`src/rtl/display_pkg.sv`:
```
// Shared constants and helpers for the multiplexed hex display path (scanner and decoder).
package display_pkg;

  localparam int NUM_DIGITS = 4;
  localparam int DIGIT_W    = 4;
  localparam int IDX_W      = 2;
  localparam int FRAME_W    = NUM_DIGITS * DIGIT_W;

  localparam logic [NUM_DIGITS-1:0] DIGIT_OFF = 4'b1111;

  typedef logic [FRAME_W-1:0] frame_t;
  typedef logic [DIGIT_W-1:0] nibble_t;
  typedef logic [IDX_W-1:0]   digit_idx_t;
  typedef logic [NUM_DIGITS-1:0] digit_en_t;

  // Active-low one-hot select for a single digit.
  function automatic digit_en_t digit_select(input digit_idx_t idx);
    digit_en_t sel;
    sel      = DIGIT_OFF;
    sel[idx] = 1'b0;
    return sel;
  endfunction

  // Index of the most significant nonzero nibble; 0 when the whole frame is zero.
  function automatic digit_idx_t top_nonzero(input frame_t v);
    digit_idx_t top;
    top = '0;
    for (int i = 0; i < NUM_DIGITS; i++) begin
      if (v[i*DIGIT_W +: DIGIT_W] != '0) top = digit_idx_t'(i);
    end
    return top;
  endfunction

endpackage

```
`src/rtl/scan_prescaler.sv`:
```
// Free-running divider: one-cycle tick on the terminal count of 0..SCAN_DIV-1.
module scan_prescaler #(
  parameter int SCAN_DIV = 50000
) (
  input  logic clock,
  input  logic reset,
  output logic tick
);

  // A one-bit counter is kept for SCAN_DIV=1; it simply stays at zero.
  localparam int CNT_W = (SCAN_DIV > 1) ? $clog2(SCAN_DIV) : 1;
  localparam logic [CNT_W-1:0] TERMINAL = CNT_W'(SCAN_DIV - 1);

  logic [CNT_W-1:0] cnt_q;
  logic [CNT_W-1:0] cnt_d;

  assign tick = (cnt_q == TERMINAL);

  always_comb begin
    cnt_d = tick ? '0 : cnt_q + CNT_W'(1);
  end

  always_ff @(posedge clock or posedge reset) begin
    if (reset) begin
      cnt_q <= '0;
    end else begin
      cnt_q <= cnt_d;
    end
  end

endmodule

```
`src/rtl/display_scanner.sv`:
```
// Four-digit multiplexed hex display scanner with a one-deep load slot and frame-aligned updates.
// Optional leading-zero suppression is enabled by defining DISPLAY_ZERO_BLANK_EN.
module display_scanner
  import display_pkg::*;
#(
  parameter int SCAN_DIV = 50000
) (
  input  logic        clock,
  input  logic        reset,
  input  logic [15:0] dataIn,
  input  logic        loadValue,
  input  logic        blank,
  output logic        ready,
  output logic [3:0]  hexValue,
  output logic [3:0]  digitEnable,
  output logic [1:0]  digitIndex
);

  logic       tick;
  logic       frame_end;
  logic       accept;

  digit_idx_t idx_q, idx_d;
  frame_t     pend_q, pend_d;
  logic       pend_vld_q, pend_vld_d;
  frame_t     disp_q, disp_d;
  digit_en_t  den_q, den_d;

  scan_prescaler #(
    .SCAN_DIV (SCAN_DIV)
  ) u_prescaler (
    .clock (clock),
    .reset (reset),
    .tick  (tick)
  );

  assign frame_end = tick && (idx_q == digit_idx_t'(NUM_DIGITS - 1));
  assign accept    = loadValue && !pend_vld_q;

  always_comb begin
    idx_d = tick ? idx_q + digit_idx_t'(1) : idx_q;
  end

  // A load on the boundary edge lands in the slot after the copy looked at it,
  // so it waits for the next boundary and never tears the current frame.
  always_comb begin
    pend_d     = pend_q;
    pend_vld_d = pend_vld_q;
    disp_d     = disp_q;
    if (accept) begin
      pend_d     = dataIn;
      pend_vld_d = 1'b1;
    end else if (frame_end && pend_vld_q) begin
      pend_vld_d = 1'b0;
    end
    if (frame_end && pend_vld_q) begin
      disp_d = pend_q;
    end
  end

  // Enables are computed from next-state index/data so they line up with hexValue.
  always_comb begin
    if (blank) begin
      den_d = DIGIT_OFF;
    end else begin
      den_d = digit_select(idx_d);
`ifdef DISPLAY_ZERO_BLANK_EN
      if (idx_d > top_nonzero(disp_d)) begin
        den_d = DIGIT_OFF;
      end
`endif
    end
  end

  always_ff @(posedge clock or posedge reset) begin
    if (reset) begin
      idx_q      <= '0;
      pend_q     <= '0;
      pend_vld_q <= 1'b0;
      disp_q     <= '0;
      den_q      <= DIGIT_OFF;
    end else begin
      idx_q      <= idx_d;
      pend_q     <= pend_d;
      pend_vld_q <= pend_vld_d;
      disp_q     <= disp_d;
      den_q      <= den_d;
    end
  end

  assign ready       = !pend_vld_q;
  assign hexValue    = disp_q[idx_q*DIGIT_W +: DIGIT_W];
  assign digitEnable = den_q;
  assign digitIndex  = idx_q;

endmodule

```
`config.mk`:
```
export PLATFORM = sky130hd
export DESIGN_NAME = display_scanner
export DESIGN_NICKNAME = d
export VERILOG_FILES = /design/src/rtl/display_pkg.sv /design/src/rtl/scan_prescaler.sv /design/src/rtl/display_scanner.sv
export SDC_FILE = /design/constraint.sdc
export NUM_CORES = 1
export LEC_CHECK = 0
export ABC_AREA = 1
export BUFFER_PORTS_ARGS = -buffer_cell sky130_fd_sc_hd__clkbuf_2
export CAP_MARGIN = 20
export CELL_PAD_IN_SITES_DETAIL_PLACEMENT = 0
export CELL_PAD_IN_SITES_GLOBAL_PLACEMENT = 1
export CORE_MARGIN = 2
export CORE_UTILIZATION = 40
export CTS_CLUSTER_DIAMETER = 200
export DETAILED_ROUTE_END_ITERATION = 7
export GPL_ROUTABILITY_DRIVEN = 0
export GPL_TIMING_DRIVEN = 0
export PLACE_DENSITY = 0.79
export SYNTH_ARGS = -nofsm -noshare
export SYNTH_HDL_FRONTEND = slang
export SYNTH_SLANG_ARGS = --single-unit
```
`constraint.sdc`:
```
create_clock -name clock -period 1.5 [get_ports clock]
set_input_delay 0.075 -clock clock [delete_from_list [all_inputs] [get_ports clock]]
set_output_delay 0.075 -clock clock [all_outputs]
set_load 0.005 [all_outputs]
```
* Yosys cells after proc, flatten, opt, wreduce, memory -nomap -nowiden *
Cells that the tools add are included.
Widths: inputs -> output; s select.

word-level totals
  flip-flop bits (word level) = 55
  logic and storage cells = 27

operators by class
  add/sub/neg operators = 2
  $lt $le $gt $ge = 2
  eq/ne operators = 2
  shift-type cells = 1
  mux-type cells = 7
  bitwise gates (word level) = 1
  reduce and logical (&&, ||, !) cells = 6

operator list
  kind                   number
  $add 16x1->16 const B  1
  $eq 16x16->1 const B   1
  $mux 16                1
  $shiftx 16x5->4        1
  $logic_and 1x1->1      4
  $mux 4                 1
  $not 4->4              1
  $lt 2x3->1 const B     1
  $mux 1                 3
  $add 2x1->2 const B    1
  $demux 1 s2            1
  $eq 2x2->1 const B     1
  $ge 2x1->1 const B     1
  $mux 2                 1
  $reduce_bool 2->1      1
  $logic_not 1->1        1

* Logic depth before layout (Yosys ltp) *
Gate-level depths: netlist (run 1).

  depth in word-level cells = 8
  gate-level depth with buffers = 9
  depth with buffers taken out = 9

* By module *
From an unflattened synthesis (run 1), not the netlist that was laid out.

unflattened totals
  cells, all modules = 337
  area total of the unflattened synthesis = 2,738.9 um2

by module, submodules not included
  module           instances  cells each  area each (um2)  seq. area each (um2)
  display_scanner  1          215         1,858.0          980.9
  scan_prescaler   1          122         880.8            400.4

* Worst setup path after synthesis (run 1) *
Ideal clock, no wire load.

  path type = register to register
  from = register u_prescaler.cnt_q[0]
  to = register disp_q[0]
  library setup time = 116 ps
  arrival = 1,306 ps
  data required time = 1,384 ps
  path slack = 78 ps
  cell stages (with the launch flop) = 8
  buffers on the path = 1
  clock period less this slack = 1,422 ps
  cells stage by stage = dfrtp_1 ha_1 nand3_4 nor2_8 nand4_4 buf_4 nand2_1 nand2_1

on the way
  longest elaborated chain between the ends = 3

ends and longest elaborated chain
  what                    line                   RTL
  start, declared         scan_prescaler.sv:14   logic [CNT_W-1:0] cnt_q;
  start signal, assigned  scan_prescaler.sv:27   cnt_q <= cnt_d;
  $eq 16x16->1            scan_prescaler.sv:17   assign tick = (cnt_q == TERMINAL);
  $logic_and 1x1->1       display_scanner.sv:37  assign frame_end = tick && (idx_q == digit_idx_t'(NUM_DIGITS - 1));
  $logic_and 1x1->1       display_scanner.sv:56  if (frame_end && pend_vld_q) begin
  end signal, assigned    display_scanner.sv:86  disp_q <= disp_d;
  end, declared           display_scanner.sv:26  frame_t disp_q, disp_d;

No other way between the ends.
A chain may end at the register's enable or synchronous reset.

* Worst setup path in the final report (run 1) *
  from = register u_prescaler.cnt_q[11]
  to = register disp_q[9]

The elaborated chain is that of the path after synthesis.

==> results of run 1 <==
[worst max-delay path, delay by kind of cell (launching register included)]
family | cells | cell delay [ns]
DFF | 1 | 0.44
buffers and inverters | 1 | 0.16
and+or+nand+nor | 7 | 0.81
[area by class of cell]
type,instances,area [µm²]
well taps,75,93.8
clock buffers,6,72.6
clock inverters,2,38.8
plain buffers,4,45.0
fillers,532,2680
inverters,24,91.3
multi-input cells,182,1070
flip-flops and latches,55,1390
repair buffers,65,513
[per-stage QoR]
step                      instances  setup TNS (ns)  area [µm²]
after floorplan                 265               0        2500
after global placement          370          -31.14        2750
after detailed placement        371          -0.780        2770
after CTS                       397               0        3100
after global routing            413          -0.263        3310
final                           413               0        3310
[metal layers]
metal | share of wire, % | up-vias | global-route usage [%]
met5 | 0 | - | 0
met4 | 0.28 | 0 | 3.28
met3 | 2.7 | 2 | 3.38
met2 | 49 | 29 | 24.9
met1 | 48 | 914 | 20.2
li1 | - | 984 | -
[power by group through the flow]
stage | registers (W) | clock network [W] | logic [W]
6_report | 0.00156 | 0.000994 | 0.000145
5_1_grt | 0.00157 | 0.00109 | 0.000166
4_1_cts | 0.00156 | 0.00102 | 0.000144
3_5_place_dp | 0.00159 | 0 | 0.000111
3_3_place_gp | 0.00159 | 0 | 0.000101
2_1_floorplan | 0.00158 | 0 | 0.0000663
[cell families after synthesis]
kind of cell | after synthesis | synth area share [%]
compound gates | 19 | 4.10
xor+xnor | 7 | 2.45
fa+ha+maj | 2 | 0.999
buf+inv | 28 | 4.94
flops | 55 | 55.1
mux | 16 | 7.19
simple gates | 138 | 25.2
[state kept, by name, summed over array words and instances, names as in the netlist]
signal / count
pend_q: 16
digitIndex: 2
disp_q: 16
digitEnable: 4
pend_vld_q: 1
u_prescaler.cnt_q: 16
[worst min-delay path by stage]
stage	startpoint	endpoint	slack (ns)	cells past startpoint
final	blank	digitEnable[3]$_DFF_PP1_	0.03	3
after global routing	blank	digitEnable[1]$_DFF_PP1_	0.04	3
after CTS	dataIn[15]	pend_q[15]$_DFFE_PP0P_	0.0006	2
after detailed placement	reset	pend_q[11]$_DFFE_PP0P_	0.11	2
after global placement	dataIn[0]	pend_q[0]$_DFFE_PP0P_	0.31	2
after floorplan	loadValue	pend_vld_q$_DFFE_PP0P_	0.20	2
[what timing repair did]
action,in CTS,in global routing
pin swaps,2,14
setup buffers,2,13
hold endpoints to repair,36,2
setup endpoints to repair,18,27
resized for setup,8,23
hold buffers,16,2
cloned,0,1
[placed cells by master, fill, tap and decap left out, types with 2 or more instances in the layout]
cell	n
nor2_1	27
o21ai_0	11
nor2_8	2
buf_12	3
clkbuf_2	29
mux2_2	16
dfrtp_2	3
dfrtp_1	48
clkbuf_8	5
buf_4	14
dfstp_2	4
xor2_1	7
nor2_2	4
nand2_1	70
nor2_4	2
nand3_4	2
a21oi_1	2
o22ai_1	4
buf_6	2
nand2_2	11
nor3_1	4
nand3_1	13
inv_1	20
dlygate4sd3_1	18
inv_2	2
==> results.cfg, run 1 <==
[timing]
tightest_slew_ns = 0.483
final_max_slew_viol_count = 0
fmax_ghz = 0.690
hold_viol = 0
grt_setup_unrepaired = yes
setup_viol = 0
relSlewSlack_pct = 67.8
fin_worst_skew_ns = 0.0127
worst_slack_ns = 0.0497
period_needed_ns = 1.45
hold_slack_ns = 0.0292
finalCritPeriodShare_pct = 96.7

[synthesis]
synth_common_cells = 78 x nand2_1, 51 x dfrtp_1, 32 x nor2_1
ys_top_cells_by_area = dfrtp_1 51%, nand2_1 12%, mux2_2 7.2%
synth.avg_cell_area_um2 = 9.45
yosysMostFrequentCell = nand2_1
synth_edf_count = 0
yosys_register_bits = 55
dominantRegCellSynth = dfrtp_1
synth_top_area_share_pct = 50.9
synthArstFlopShare_pct = 100
synth_fp_nets = 287
synth_area_um2 = 2500
synth_cell_types = 25
synth_largest_area_cell = dfrtp_1
syn-instance-count = 265
ys_warn_count = 0
synth_seq_area_share_pct = 55.1

[layout]
final_util_pct = 55.3
drive_gt1_share_pct = 32.0
nNetsFinal = 359
area_growth_syn_to_layout_pct = 32.2
num_antenna_cells = 0

[grt]
antenna_found_initial = 0
grt_overflow = 0
grt_max_degree = 35
grt_usage_pct = 15.0
grt_first_pass_wirelength_mm = 8.60
grt_pass1_vias = 1918

[power]
switching_share_pct = 21.1
total_power_w = 0.00270
p_per_area_nw_per_um2 = 815
seqPwrFrac_pct = 57.8
switchingPower_w = 0.000570
comb_power_share_pct = 5.4
peakVddDrop_uv = 473
intPower_w = 0.00213
clock_power_share_pct = 36.8
leakage_nw = 1.73

[worst_setup_path]
worst_ep_arrival_time_ns = 1.70
r2r-end = disp_q[9]$_DFFE_PP0P_
endpoint = disp_q[9]$_DFFE_PP0P_
r2r_cells = 8
r2r-start = u_prescaler.cnt_q[11]$_DFF_PP0_
critPathCaptureType = flip-flop
startpoint = u_prescaler.cnt_q[11]$_DFF_PP0_
r2r_setup_slack_ns = 0.05
cp_cell_sequence = nor2_2 > nand2_2 > nor2_4 > nand2_8 > nor2_8 > clkbuf_16 > nand2_1 > nand2_1
slowest_delay_ns = 0.44
crit_type = flip-flop to flip-flop
critPathMaxFanout = 5
startpoint_type = flip-flop
path_common_cell = nand2_1
cp_slowest_cell = dfrtp_2
required_ns = 1.75

[clock_network]
root_buffer = clkbuf_8
clockBufferDepth = 2
cts.clk_slew.worst_paths_ns = 0.10
cts_max_level = 2
cts_buffers = 5
cts_tree = built
clk-insertion-delay-late_ns = 0.30
cts_num_sinks = 55

[detailed_routing]
drc = 0
avgViaCountPerCell = 4.67
wl_per_cell_um = 12.2
drt_pass1_iterations = 4
drt_iter0_markers = 55
drt-total-wl_mm = 5.05
postRouteAntennaNets = 0
vias = 1929

[floorplan]
rows = 28
initial_core_util_pct = 41.8
core_um2 = 5990
boundaryPins = 31
die_area_um2 = 6910
die_h_um = 83.1
die_x_um = 83.1

[placed_design]
io_buffer_count = 30
place_ws_ns = -0.0833
dp_hpwl_mm = 3.41

[job]
cap_viol_max_count = 0

[status]
status = completed

[worst_hold_path]
hold_path_class = input port to flip-flop
(Power assumes the default switching activity.)
==> inputs of run 2 (changes only) <==
--- a/config.mk
+++ b/config.mk
@@ -5,13 +5,12 @@
 export SDC_FILE = /design/constraint.sdc
 export NUM_CORES = 1
 export LEC_CHECK = 0
-export ABC_AREA = 1
 export BUFFER_PORTS_ARGS = -buffer_cell sky130_fd_sc_hd__clkbuf_2
 export CAP_MARGIN = 20
 export CELL_PAD_IN_SITES_DETAIL_PLACEMENT = 0
 export CELL_PAD_IN_SITES_GLOBAL_PLACEMENT = 1
 export CORE_MARGIN = 2
-export CORE_UTILIZATION = 40
+export CORE_UTILIZATION = 42
 export CTS_CLUSTER_DIAMETER = 200
 export DETAILED_ROUTE_END_ITERATION = 7
 export GPL_ROUTABILITY_DRIVEN = 0
==> constraint.sdc (replaced) <==
create_clock -name clock -period 1.5 [get_ports clock]
set_input_delay 0.075 -clock clock [delete_from_list [all_inputs] [get_ports clock]]
set_output_delay 0.075 -clock clock [all_outputs]
set_load 0.1 [all_outputs]
==> results.cfg, run 2 <==
[synthesis]
ys_top_cells_by_area = dfrtp_1 54%, mux2_2 11%, dfstp_2 4.4%
ys_warn_count = 0
dominantRegCellSynth = dfrtp_1
syn-instance-count = 174
synth_largest_area_cell = dfrtp_1
synth_top_area_share_pct = 54.0
synth_edf_count = 0
synth_fp_nets = 196
synth_common_cells = 51 x dfrtp_1, 24 x mux2_2, 12 x nor2_1
yosys_register_bits = 55
synth.avg_cell_area_um2 = 13.6
synth_cell_types = 33
synth_area_um2 = 2360
synthArstFlopShare_pct = 100
yosysMostFrequentCell = dfrtp_1
synth_seq_area_share_pct = 58.4

[placed_design]
placed_cells = 277
place_ws_ns = -0.539
dp_hpwl_mm = 2.98
placedInstanceArea_um2 = 2720
io_buffer_count = 30

[clock_network]
clk-insertion-delay-late_ns = 0.32
cts_buffers = 5
root_buffer = clkbuf_8
cts_num_sinks = 55
cts_tree = built
cts.clk_slew.worst_paths_ns = 0.10
cts_max_level = 2
clockBufferDepth = 2

[grt]
grt_pass1_vias = 1588
antenna_found_initial = 0
grt_overflow = 0
grt_max_degree = 36
grt_usage_pct = 16.3
grt_first_pass_wirelength_mm = 7.70

[detailed_routing]
vias = 1574
drc = 0
wl_met3_um = 141
met1_length_mm = 2.24
drt_pass1_iterations = 4
wl_per_cell_um = 15.3
wl_met2_mm = 2.44
avgViaCountPerCell = 4.93
drt_iter0_markers = 107
routed.top_layer = met4
drt-total-wl_mm = 4.90
postRouteAntennaNets = 0

[timing]
final_max_slew_viol_count = 0
worst_slack_ns = -0.386
relSlewSlack_pct = 64.2
fin_worst_skew_ns = 0.0115
period_needed_ns = 1.89
tns_ns = -8.63
finalCritPeriodShare_pct = 126
grt_setup_unrepaired = yes
hold_viol = 0
tightest_slew_ns = 0.540
fmax_ghz = 0.530
setup_viol = 36

[floorplan]
initial_core_util_pct = 43.2
boundaryPins = 31
rows = 27
core_um2 = 5470
die_area_um2 = 6240
die_h_um = 79.0
die_x_um = 79.0

[layout]
final_area_um2 = 3310
final_common_cell = dfrtp_1
layout.cells.non_filler = 319
nNetsFinal = 268
nFillCells = 431
seqCellArea_um2 = 1380
num_antenna_cells = 0
drive_gt1_share_pct = 49.0
largestRegisters = disp_q x16, pend_q x16, u_prescaler.cnt_q x16
multi_input_area_um2 = 1070
area_growth_syn_to_layout_pct = 40.2
final_cell_mix = 49 x dfrtp_1, 25 x clkbuf_2, 17 x mux2_4, 17 x dlygate4sd3_1

[worst_setup_path]
startpoint_type = flip-flop
crit_type = flip-flop to flip-flop
worst_ep_arrival_time_ns = 2.10
r2r_setup_slack_ns = -0.39
critPathCaptureType = flip-flop
critPathMaxFanout = 5
required_ns = 1.71

[power]
p_per_area_nw_per_um2 = 781
peakVddDrop_uv = 456
leakage_nw = 1.55

[status]
violations = setup timing
status = finished with violations

[worst_hold_path]
hold_path_class = input port to flip-flop

[job]
cap_viol_max_count = 0
## run 2: cell types whose count changed in the layout (fill, tap and decap cells not counted), sizes merged, moves of 7 or more
cell,change
inv,-15
nand2,-80
xnor2,+7
nand3,-9
o21ai,-11
mux2,+17
nor2,-23
## run 2: cells by family after synthesis
logic type	synth area share, %
and+or+nand+nor	11.0
DFF	58.4
xor gates and xnor gates	4.82
adders and majority gates	1.06
muxes	19.5
buffers and inverters	2.86
AOI/OAI and AO/OA	2.28
## run 2: worst paths after layout
path | startpoint | end | cells past startpoint
min | blank | digitEnable[3]$_DFF_PP1_ | 2
min in group asynchronous | reset | disp_q[7]$_DFFE_PP0P_ | 3
max reg2reg | u_prescaler.cnt_q[1]$_DFF_PP0_ | disp_q[6]$_DFFE_PP0P_ | 7
min reg2reg | u_prescaler.cnt_q[13]$_DFF_PP0_ | u_prescaler.cnt_q[13]$_DFF_PP0_ | 1
max in group asynchronous | reset | pend_q[1]$_DFFE_PP0P_ | 4
max | u_prescaler.cnt_q[1]$_DFF_PP0_ | disp_q[6]$_DFFE_PP0P_ | 7
## run 2: final cells by class
class	count	area share [%]
plain buffers	7	2.42
flip-flops and latches	55	41.8
clock buffers	5	2.08
multi-input cells	105	32.4
clock inverters	3	0.680
repair buffers	66	17.2
inverters	6	0.680
well taps	72	2.72
## run 2: per-stage QoR
step	power [W]	util, %	hold slack (ns)
after floorplan	0.00166	-	0.168
after global placement	0.00170	49.3	0.308
after detailed placement	0.00172	49.6	0.107
after CTS	0.00261	57.4	0.00236
after global routing	0.00270	60.5	0.00506
final	0.00259	60.5	0.00580
## run 2: what timing repair did
item | in CTS | in global routing
hold buffers | 17 | 0
pin swaps | 3 | 5
setup buffers | 10 | 7
endpoints found under the hold margin | 32 | 0
gates cloned | 0 | 1
endpoints found under the setup margin | 48 | 49
gates resized for setup | 17 | 20
## run 2: per-layer routing
layer  up-vias  track usage (%)
met5         -                0
met2        23             26.2
met4         0             5.69
met1       793             21.9
met3         5             3.75
li1        753                -
## run 2: where the power goes
part	switching [W]	internal, W
sequential	0.0000263	0.00153
clock	0.000528	0.000339
combinational	0.0000672	0.0000913
## run 2: worst max-delay path, cell delays in order (launching register included)
cell and delay, ns:
dfrtp_1 0.42, ha_4 0.18, nand4bb_4 0.12, nor4_4 0.28, and3_1 0.21, buf_6 0.13
clkbuf_16 0.15, mux2_4 0.29
==> inputs of run 3 (changes only) <==
--- a/config.mk
+++ b/config.mk
@@ -15,7 +15,7 @@
 export DETAILED_ROUTE_END_ITERATION = 7
 export GPL_ROUTABILITY_DRIVEN = 0
 export GPL_TIMING_DRIVEN = 0
-export PLACE_DENSITY = 0.79
+export PLACE_DENSITY_LB_ADDON = 0.1
 export SYNTH_ARGS = -nofsm -noshare
 export SYNTH_HDL_FRONTEND = slang
 export SYNTH_SLANG_ARGS = --single-unit
==> constraint.sdc (replaced) <==
create_clock -name clock -period 1.5 [get_ports clock]
set_input_delay 0.075 -clock clock [delete_from_list [all_inputs] [get_ports clock]]
set_output_delay 0.075 -clock clock [all_outputs]
set_load 0.05 [all_outputs]
==> results.cfg, run 3 (synthesized netlist as in run 2, its figures left out) <==
[status]
status = finished with violations
violations = setup timing

[worst_setup_path]
worst_ep_arrival_time_ns = 2.09
critPathCaptureType = flip-flop
critPathMaxFanout = 6
required_ns = 1.70
startpoint_type = flip-flop
crit_type = flip-flop to flip-flop

[detailed_routing]
wl_per_cell_um = 14.8
drt_pass1_iterations = 4
wl_met3_um = 158
routed.top_layer = met4
postRouteAntennaNets = 0
met1_length_mm = 2.09
drc = 0
wl_met2_mm = 2.42
vias = 1561
drt_iter0_markers = 36
drt-total-wl_mm = 4.74
avgViaCountPerCell = 4.89

[clock_network]
cts.clk_slew.worst_paths_ns = 0.11
root_buffer = clkbuf_8
clk-insertion-delay-late_ns = 0.32
cts_tree = built
cts_num_sinks = 55
cts_max_level = 2
cts_buffers = 5
clockBufferDepth = 2

[timing]
worst_slack_ns = -0.388
grt_setup_unrepaired = yes
finalCritPeriodShare_pct = 126
tns_ns = -7.28
relSlewSlack_pct = 74.8
hold_viol = 0
fmax_ghz = 0.530
fin_worst_skew_ns = 0.0188
period_needed_ns = 1.89
setup_viol = 36
tightest_slew_ns = 0.376
final_max_slew_viol_count = 0

[placed_design]
placedInstanceArea_um2 = 2640
place_ws_ns = -0.590
dp_hpwl_mm = 3.01
io_buffer_count = 30

[power]
leakage_nw = 1.53
comb_power_share_pct = 6.1
intPower_w = 0.00196
clock_power_share_pct = 32.7
seqPwrFrac_pct = 61.3
switching_share_pct = 22.9
peakVddDrop_uv = 396
switchingPower_w = 0.000583
p_per_area_nw_per_um2 = 780

[layout]
final_cell_mix = 49 x dfrtp_1, 27 x clkbuf_2, 19 x mux2_2, 19 x dlygate4sd3_1
num_antenna_cells = 0
area_growth_syn_to_layout_pct = 38.3
drive_gt1_share_pct = 48.2
final_common_cell = dfrtp_1
nFillCells = 444
final_util_pct = 59.7
nNetsFinal = 268
final_area_um2 = 3270
largestRegisters = disp_q x16, pend_q x16, u_prescaler.cnt_q x16

[floorplan]
rows = 27
boundaryPins = 31
initial_core_util_pct = 43.2
die_h_um = 79.0
die_area_um2 = 6240
die_x_um = 79.0
core_um2 = 5470

[job]
cap_viol_max_count = 0

[grt]
grt_max_degree = 41
grt_overflow = 0
grt_pass1_vias = 1661
grt_first_pass_wirelength_mm = 7.73
grt_usage_pct = 16.3
antenna_found_initial = 0

[worst_hold_path]
hold_path_class = input port to asynchronous set/reset pin
## run 3: cell types whose count changed in the layout (fill, tap and decap cells not counted), moves of 2 or more
| cell | before | now |
|---|---|---|
| nand3_2 | 2 | 0 |
| buf_12 | 4 | 1 |
| dlygate4sd3_1 | 17 | 19 |
| nand3_1 | 4 | 6 |
| clkbuf_2 | 25 | 27 |
| buf_4 | 16 | 14 |
| mux2_4 | 17 | 14 |
| mux2_2 | 16 | 19 |
| buf_8 | 3 | 7 |
## run 3: per-stage QoR
| step | std cells | hold slack, ns | total power [W] |
|---|---|---|---|
| 6_report | 319 | 0.243 | 0.00255 |
| 3_5_place_dp | 277 | 0.0393 | 0.00171 |
| 4_1_cts | 313 | 0.0000832 | 0.00257 |
| 2_1_floorplan | 174 | 0.168 | 0.00165 |
| 3_3_place_gp | 276 | 0.308 | 0.00169 |
| 5_1_grt | 319 | 0.249 | 0.00270 |
## run 3: metal layers
metal  vias to the layer above  global-route usage (%)
met5                         -                       0
li1                        752                       -
met2                        25                    26.9
met3                         6                    4.55
met4                         0                    6.90
met1                       778                    20.1
## run 3: final cells by class
type / count / area (µm²) / share of cell area (%)
inverters: 6 / 22.5 / 0.689
clock buffers: 5 / 68.8 / 2.11
plain buffers: 6 / 62.6 / 1.91
flip-flops and latches: 55 / 1380 / 42.3
multi-input cells: 105 / 1060 / 32.5
well taps: 72 / 90.1 / 2.76
repair buffers: 67 / 557 / 17.0
clock inverters: 3 / 22.5 / 0.689
## run 3: worst paths after layout
check | endpoint | depth (start not counted) | from | slack [ns]
max | disp_q[4]$_DFFE_PP0P_ | 6 | u_prescaler.cnt_q[0]$_DFF_PP0_ | -0.39
min | disp_q[2]$_DFFE_PP0P_ | 3 | reset | 0.24
max reg2reg | disp_q[4]$_DFFE_PP0P_ | 6 | u_prescaler.cnt_q[0]$_DFF_PP0_ | -0.39
min reg2reg | disp_q[9]$_DFFE_PP0P_ | 1 | pend_q[9]$_DFFE_PP0P_ | 0.51
max in group asynchronous | digitEnable[3]$_DFF_PP1_ | 4 | reset | 0.67
min in group clock | disp_q[9]$_DFFE_PP0P_ | 1 | pend_q[9]$_DFFE_PP0P_ | 0.51
## run 3: worst max-delay path, cell delays in order (launching register included)
cell and delay [ns]:
dfrtp_1 0.41, ha_4 0.18, nand4bb_4 0.12, nor4_4 0.30, and3_4 0.30, clkbuf_16 0.17, mux2_4 0.30
## run 3: repair_timing
item / 4_1_cts / 5_1_grt
endpoints found under the hold margin: 33 / 1
endpoints found under the setup margin: 47 / 39
cloned: 0 / 1
hold buffers: 18 / 1
resized for setup: 25 / 28
pin swaps: 2 / 3
buffers inserted: 11 / 6
## run 3: power by group through the flow
stage          logic [W]  registers, W  clock network, W
2_1_floorplan  0.0000673       0.00158                 0
3_3_place_gp    0.000106       0.00159                 0
3_5_place_dp    0.000117       0.00159                 0
4_1_cts         0.000155       0.00156          0.000858
5_1_grt         0.000172       0.00157          0.000956
6_report        0.000154       0.00156          0.000832
